### src/rtl/program_loader_if.sv
// Host byte stream (valid/ready) plus instruction-RAM byte write port.
// Slave is the loader; master is whoever drives the host side and observes the RAM port.
interface program_loader_if #(
  parameter int ADDR_W = 6
);
  logic              in_valid;
  logic [7:0]        in_data;
  logic              in_ready;
  logic [ADDR_W-1:0] ram_addr;
  logic [1:0]        ram_lane;
  logic [7:0]        ram_data;
  logic              ram_we;

  modport master (
    output in_valid, in_data,
    input  in_ready, ram_addr, ram_lane, ram_data, ram_we
  );

  modport slave (
    input  in_valid, in_data,
    output in_ready, ram_addr, ram_lane, ram_data, ram_we
  );
endinterface

### src/rtl/program_loader.sv
// Framed program loader: HDR, LEN (word count), 3*LEN payload bytes, checksum byte.
// Writes one RAM byte lane per cycle and holds the CPU in reset until a verified program is resident.
module program_loader #(
  parameter int         ADDR_W   = 6,
  parameter int         TIMEOUT  = 1024,
  parameter logic [7:0] HDR_BYTE = 8'hA5
) (
  input  logic             clk,
  input  logic             rst,
  input  logic             start,
  program_loader_if.slave  bus,
  output logic             cpu_hold,
  output logic             busy,
  output logic             done,
  output logic             error
);
  localparam int DEPTH = 1 << ADDR_W;
  localparam int CNT_W = ADDR_W + 1;
  localparam int TMR_W = $clog2(TIMEOUT + 1);

  typedef enum logic [2:0] {
    S_IDLE    = 3'd0,
    S_HDR     = 3'd1,
    S_LEN     = 3'd2,
    S_PAYLOAD = 3'd3,
    S_CHK     = 3'd4,
    S_DONE    = 3'd5,
    S_ERR     = 3'd6
  } state_t;

  function automatic logic [7:0] sum8(input logic [7:0] a, input logic [7:0] b);
    sum8 = a + b;
  endfunction

  state_t            state_r, state_s;
  logic [CNT_W-1:0]  len_r, len_s;
  logic [CNT_W-1:0]  cnt_r, cnt_s;
  logic [1:0]        lane_r, lane_s;
  logic [7:0]        sum_r, sum_s;
  logic [TMR_W-1:0]  tmr_r, tmr_s;
  logic              we_r, we_s;
  logic [ADDR_W-1:0] addr_r, addr_s;
  logic [1:0]        wlane_r, wlane_s;
  logic [7:0]        data_r, data_s;
  logic              busy_r, busy_s;
  logic              done_r, done_s;
  logic              error_r, error_s;
  logic              hold_r, hold_s;
  logic              ready_s;
  logic              accept_s;
  logic              timeout_s;

  assign ready_s   = (state_r == S_HDR) || (state_r == S_LEN) ||
                     (state_r == S_PAYLOAD) || (state_r == S_CHK);
  assign accept_s  = bus.in_valid && ready_s;
  assign timeout_s = (tmr_r == TMR_W'(TIMEOUT - 1));

  // Next-state, datapath and write-strobe decode
  always_comb begin
    state_s = state_r;
    len_s   = len_r;
    cnt_s   = cnt_r;
    lane_s  = lane_r;
    sum_s   = sum_r;
    tmr_s   = tmr_r;
    we_s    = 1'b0;
    addr_s  = addr_r;
    wlane_s = wlane_r;
    data_s  = data_r;
    case (state_r)
      S_IDLE, S_DONE, S_ERR: begin
        if (start) begin
          state_s = S_HDR;
          cnt_s   = '0;
          lane_s  = 2'd0;
          sum_s   = 8'd0;
          tmr_s   = '0;
        end else begin
          state_s = state_r;
        end
      end
      S_HDR: begin
        // Non-header bytes are dropped to resynchronise; no timeout here
        if (accept_s && (bus.in_data == HDR_BYTE)) begin
          state_s = S_LEN;
          tmr_s   = '0;
        end else begin
          state_s = S_HDR;
        end
      end
      S_LEN: begin
        if (accept_s) begin
          tmr_s = '0;
          if ((bus.in_data == 8'd0) || ({24'd0, bus.in_data} > 32'(DEPTH))) begin
            state_s = S_ERR;
          end else begin
            len_s   = CNT_W'(bus.in_data);
            sum_s   = bus.in_data;
            state_s = S_PAYLOAD;
          end
        end else if (timeout_s) begin
          state_s = S_ERR;
        end else begin
          tmr_s = tmr_r + TMR_W'(1);
        end
      end
      S_PAYLOAD: begin
        if (accept_s) begin
          tmr_s   = '0;
          sum_s   = sum8(sum_r, bus.in_data);
          we_s    = 1'b1;
          data_s  = bus.in_data;
          addr_s  = cnt_r[ADDR_W-1:0];
          wlane_s = lane_r;
          if (lane_r == 2'd2) begin
            lane_s = 2'd0;
            cnt_s  = cnt_r + CNT_W'(1);
            if ((cnt_r + CNT_W'(1)) == len_r) begin
              state_s = S_CHK;
            end else begin
              state_s = S_PAYLOAD;
            end
          end else begin
            lane_s = lane_r + 2'd1;
          end
        end else if (timeout_s) begin
          state_s = S_ERR;
        end else begin
          tmr_s = tmr_r + TMR_W'(1);
        end
      end
      S_CHK: begin
        if (accept_s) begin
          tmr_s = '0;
          if (sum8(sum_r, bus.in_data) == 8'd0) begin
            state_s = S_DONE;
          end else begin
            state_s = S_ERR;
          end
        end else if (timeout_s) begin
          state_s = S_ERR;
        end else begin
          tmr_s = tmr_r + TMR_W'(1);
        end
      end
      default: begin
        state_s = S_IDLE;
      end
    endcase

    busy_s  = (state_s == S_HDR) || (state_s == S_LEN) ||
              (state_s == S_PAYLOAD) || (state_s == S_CHK);
    done_s  = (state_s == S_DONE);
    error_s = (state_s == S_ERR);
    hold_s  = (state_s != S_DONE);
  end

  // State, datapath and registered outputs
  always_ff @(posedge clk) begin
    if (rst) begin
      state_r <= S_IDLE;
      len_r   <= '0;
      cnt_r   <= '0;
      lane_r  <= 2'd0;
      sum_r   <= 8'd0;
      tmr_r   <= '0;
      we_r    <= 1'b0;
      addr_r  <= '0;
      wlane_r <= 2'd0;
      data_r  <= 8'd0;
      busy_r  <= 1'b0;
      done_r  <= 1'b0;
      error_r <= 1'b0;
      hold_r  <= 1'b1;
    end else begin
      state_r <= state_s;
      len_r   <= len_s;
      cnt_r   <= cnt_s;
      lane_r  <= lane_s;
      sum_r   <= sum_s;
      tmr_r   <= tmr_s;
      we_r    <= we_s;
      addr_r  <= addr_s;
      wlane_r <= wlane_s;
      data_r  <= data_s;
      busy_r  <= busy_s;
      done_r  <= done_s;
      error_r <= error_s;
      hold_r  <= hold_s;
    end
  end

  assign bus.in_ready = ready_s;
  assign bus.ram_we   = we_r;
  assign bus.ram_addr = addr_r;
  assign bus.ram_lane = wlane_r;
  assign bus.ram_data = data_r;
  assign busy         = busy_r;
  assign done         = done_r;
  assign error        = error_r;
  assign cpu_hold     = hold_r;
endmodule
### src/flat_wrapper.sv
// flat-port wrapper written by rule: the top's interface ports become plain ports
module program_loader_flat 
#(
  parameter int         ADDR_W   = 6,
  parameter int         TIMEOUT  = 1024,
  parameter logic [7:0] HDR_BYTE = 8'hA5
)
  (clk, rst, start, cpu_hold, busy, done, error, bus_in_valid, bus_in_data, bus_in_ready, bus_ram_addr, bus_ram_lane, bus_ram_data, bus_ram_we);
  program_loader_if #(.ADDR_W(ADDR_W)) bus_i ();
  input  logic clk;
  input  logic rst;
  input  logic start;
  output logic cpu_hold;
  output logic busy;
  output logic done;
  output logic error;
  input wire logic [$bits(bus_i.in_valid)-1:0] bus_in_valid;
  input wire logic [$bits(bus_i.in_data)-1:0] bus_in_data;
  output wire logic [$bits(bus_i.in_ready)-1:0] bus_in_ready;
  output wire logic [$bits(bus_i.ram_addr)-1:0] bus_ram_addr;
  output wire logic [$bits(bus_i.ram_lane)-1:0] bus_ram_lane;
  output wire logic [$bits(bus_i.ram_data)-1:0] bus_ram_data;
  output wire logic [$bits(bus_i.ram_we)-1:0] bus_ram_we;
  assign bus_i.in_valid = bus_in_valid;
  assign bus_i.in_data = bus_in_data;
  assign bus_in_ready = bus_i.in_ready;
  assign bus_ram_addr = bus_i.ram_addr;
  assign bus_ram_lane = bus_i.ram_lane;
  assign bus_ram_data = bus_i.ram_data;
  assign bus_ram_we = bus_i.ram_we;
  program_loader #(.ADDR_W(ADDR_W), .TIMEOUT(TIMEOUT), .HDR_BYTE(HDR_BYTE)) u_core (.clk(clk), .rst(rst), .start(start), .bus(bus_i), .cpu_hold(cpu_hold), .busy(busy), .done(done), .error(error));
endmodule
### config.mk
export PLATFORM = sky130hd
export DESIGN_NAME = program_loader_flat
export DESIGN_NICKNAME = d
export VERILOG_FILES = /design/src/rtl/program_loader_if.sv /design/src/rtl/program_loader.sv /design/src/flat_wrapper.sv
export SDC_FILE = /design/constraint.sdc
export NUM_CORES = 1
export LEC_CHECK = 0
export ABC_AREA = 1
export BUFFER_PORTS_ARGS = -buffer_cell sky130_fd_sc_hd__buf_2
export CAP_MARGIN = 0
export CORE_ASPECT_RATIO = 0.6
export CORE_UTILIZATION = 45
export CTS_CLUSTER_DIAMETER = 40
export DETAILED_ROUTE_END_ITERATION = 8
export GPL_ROUTABILITY_DRIVEN = 1
export PLACE_DENSITY = 0.73
export SYNTH_ARGS = -nofsm -noshare
export SYNTH_HDL_FRONTEND = slang
export SYNTH_SLANG_ARGS = --single-unit
export TNS_END_PERCENT = 10
### constraint.sdc
create_clock -name clk -period 5.6 [get_ports clk]
set_input_delay 1.12 -clock clk [delete_from_list [all_inputs] [get_ports clk]]
set_output_delay 1.12 -clock clk [all_outputs]
set_load 0.03 [all_outputs]
==> impl_metrics.env <==
export IMPL_status="completed"
export IMPL_postLayoutCoreUtil=0.5356
export IMPL_syn_nets=506
export IMPL_final_cell_mix="nand2_1, dfxtp_1, nand3_1, inv_1, a21oi_1"
export IMPL_core_area_mm2=0.007237
export IMPL_maxSlewViolCount=0
export IMPL_grt_total_usage=0.2374
export IMPL_drt_total_wl_um=8773
export IMPL_crit_required_ns=5.87
export IMPL_nets=534
export IMPL_post_cts_buffers=0
export IMPL_vias_per_cell=5.280
export IMPL_finish_instance_area_mm2=0.003876
export IMPL_grt_overflow=0
export IMPL_grt_pass1_wl_um=14480
export IMPL_portBuffers=33
export IMPL_postSynthRegisterBits=59
export IMPL_drc=0
export IMPL_crit_type="in -> reg"
export IMPL_synth_seq_area_share=0.3507
export IMPL_fin_crit_sh=0.5389
export IMPL_cp_max_fo=6
export IMPL_cp_arrival_ns=3.28
export IMPL_fin_worst_skew_ns=0.01006
export IMPL_postRouteAntennaNets=0
export IMPL_dp_hpwl_um=6244
export IMPL_max_vdd_ir_drop_v=0.0002384
export IMPL_hp_class="reg -> reg"
export IMPL_syn_to_final_growth_pct=15.08
export IMPL_hold_buffers=0
export IMPL_antenna_found_initial=0
export IMPL_rows=24
export IMPL_clock_sinks=59
export IMPL_rsz0062_at_grt="false"
export IMPL_yosysWarningCount=0
export IMPL_period_needed_ns=3.018
export IMPL_cts_buffers=9
export IMPL_netlist_top_cell_by_area="dfxtp_1"
export IMPL_syn_inst=484
export IMPL_max_cap_viol_count=0
export IMPL_path_clk_slew_ns=0.05
export IMPL_initial_core_util=0.4654
export IMPL_root_buffer="clkbuf_16"
export IMPL_setup_viol=0
export IMPL_yosys_top_cells_area="dfxtp_1, nand2_1, nand3_1"
export IMPL_diodes=0
export IMPL_fp_dieW_um=113.7
export IMPL_syn_avg_cell_area_um2=6.959
export IMPL_ys_types=48
export IMPL_fillers=721
export IMPL_hold_viol_final=0
export IMPL_grt_pass1_vias=2944
export IMPL_max_stage_delay_ns=0.45
export IMPL_crit_chain="buf_2, ha_1, fa_1, or2_2, nor3b_1, nand4_1, nand3_1, nand3_1, nor2_1, nand2_1, nand2_1, nand2_1, nor2_1"
export IMPL_power_density_mw_per_mm2=302.5
export IMPL_fp_dieH_um=69.02
export IMPL_gp_congestion=0.9021
export IMPL_end_kind="register"
export IMPL_max_freq_mhz=331.4
export IMPL_crit_top_cell="nand2_1"
export IMPL_synth_area_mm2=0.003368
export IMPL_max_slew_margin_rel=0.4664
export IMPL_dieArea_mm2=0.007846
export IMPL_ctsResizeCount=0
export IMPL_drt_iter0_drc=274
export IMPL_grt_start_max_net_pins=24
export IMPL_max_clock_path_buffers=2
export IMPL_cts_tree="yes"
export IMPL_crit_slowest_cell="fa_1"
export IMPL_critPathLaunchType="primary input"
export IMPL_wl_per_cell_um=14.13
export IMPL_drt_first_pass_iters=6
export IMPL_yosysTopAreaCellShare=0.3507
export IMPL_layout_commonest_cell="nand2_1"
export IMPL_h_tree_depth=3
export IMPL_io_pins=34
export IMPL_p_leak_uw=0.001739
export IMPL_timing_setup_tns_ns=0
export IMPL_place_area_mm2=0.003587
export IMPL_via_count=3279
export IMPL_drive_gt1_frac=0.1567
export IMPL_tightest_slew_ns=0.7996
export IMPL_clk_latency_ns=0.34
==> registers in the layout, indices dropped and copies added (netlist names) <==
| name | flops |
|---|---|
| u_core.busy | 1 |
| u_core.cnt_r | 7 |
| u_core.len_r | 7 |
| u_core.error | 1 |
| u_core.sum_r | 8 |
| u_core.lane_r | 2 |
| u_core.done | 1 |
| u_core.tmr_r | 11 |
| u_core.cpu_hold | 1 |
| u_core.bus.ram_we | 1 |
| u_core.state_r | 3 |
| u_core.bus.ram_addr | 6 |
| u_core.bus.ram_data | 8 |
| u_core.bus.ram_lane | 2 |
==> Yosys cell counts, drive strengths merged <==
cell,instances
nor3,10
fa,1
o211a,1
o41ai,1
a22oi,3
ha,9
and2,1
nand3,53
nand4,8
nand2,121
a211oi,1
a221oi,1
nor3b,1
buf,10
a311oi,1
nand3b,3
dfxtp,59
o21ai,31
o21a,5
xor2,5
clkbuf,7
or2,2
clkinv,1
o31ai,1
a21oi,45
a31oi,1
nor2,41
and3,3
inv,55
xnor2,3
==> report_power, final <==
part	switching, µW	internal [µW]	total [µW]
registers	18.3	435	453
clock network	188	356	543
logic	117	59.4	176
==> cells by family (layout without fill, tap and decap cells) <==
group | after synthesis | after routing | share of synthesized area
compound gates | 91 | 91 | 0.1583
simple gates | 243 | 243 | 0.3392
xor+xnor | 8 | 8 | 0.02080
fa+ha+maj | 10 | 10 | 0.03938
flops | 59 | 59 | 0.3507
buf+inv | 73 | 106 | 0.09175
==> routing by layer <==
metal,global-route usage,vias to the layer above,share of wire
met5,0,-,0
met4,0.04971,0,0.0074
met3,0.08267,8,0.067
met2,0.3476,99,0.43
met1,0.3346,1511,0.50
li1,-,1661,-
==> area by class of cell <==
class	count	area, µm²	share of cell area
tap	104	130.1	0.03357
multi-input combinational	352	1878	0.4845
inverter	56	225.2	0.05810
clock buffer	14	254.0	0.06553
clock inverter	2	35.03	0.009038
timing repair buffer	34	172.7	0.04454
sequential	59	1181	0.3047
==> worst max-delay path: cells and delay by family <==
kind                     cells  cell delay [ns]
adder cells (fa/ha/maj)      2             0.69
buffers and inverters        1             0.13
AND/OR/NAND/NOR             10             1.35
==> per-stage QoR <==
step                power, µW  setup WS, ns  std cells  hold slack [ns]
finish                   1172         2.582        621           0.4566
detailed placement      631.7         2.319        605           0.4527
CTS                      1176         2.616        621           0.4591
global placement        628.3         2.361        605           0.4467
global route             1224         2.452        621           0.4801
floorplan               592.8         2.670        484           0.4357
==> final timing paths <==
kind                                              from                endpoint  slack [ns]  cells past startpoint
worst max-delay path                    bus_in_data[0]             u_core.busy        2.58                     13
worst min-delay path            u_core.bus.ram_addr[4]  u_core.bus.ram_addr[4]        0.46                      2
worst max register to register       u_core.state_r[0]         u_core.sum_r[6]        2.84                     10
worst min register to register  u_core.bus.ram_addr[4]  u_core.bus.ram_addr[4]        0.46                      2
(Power assumes the default switching activity.)
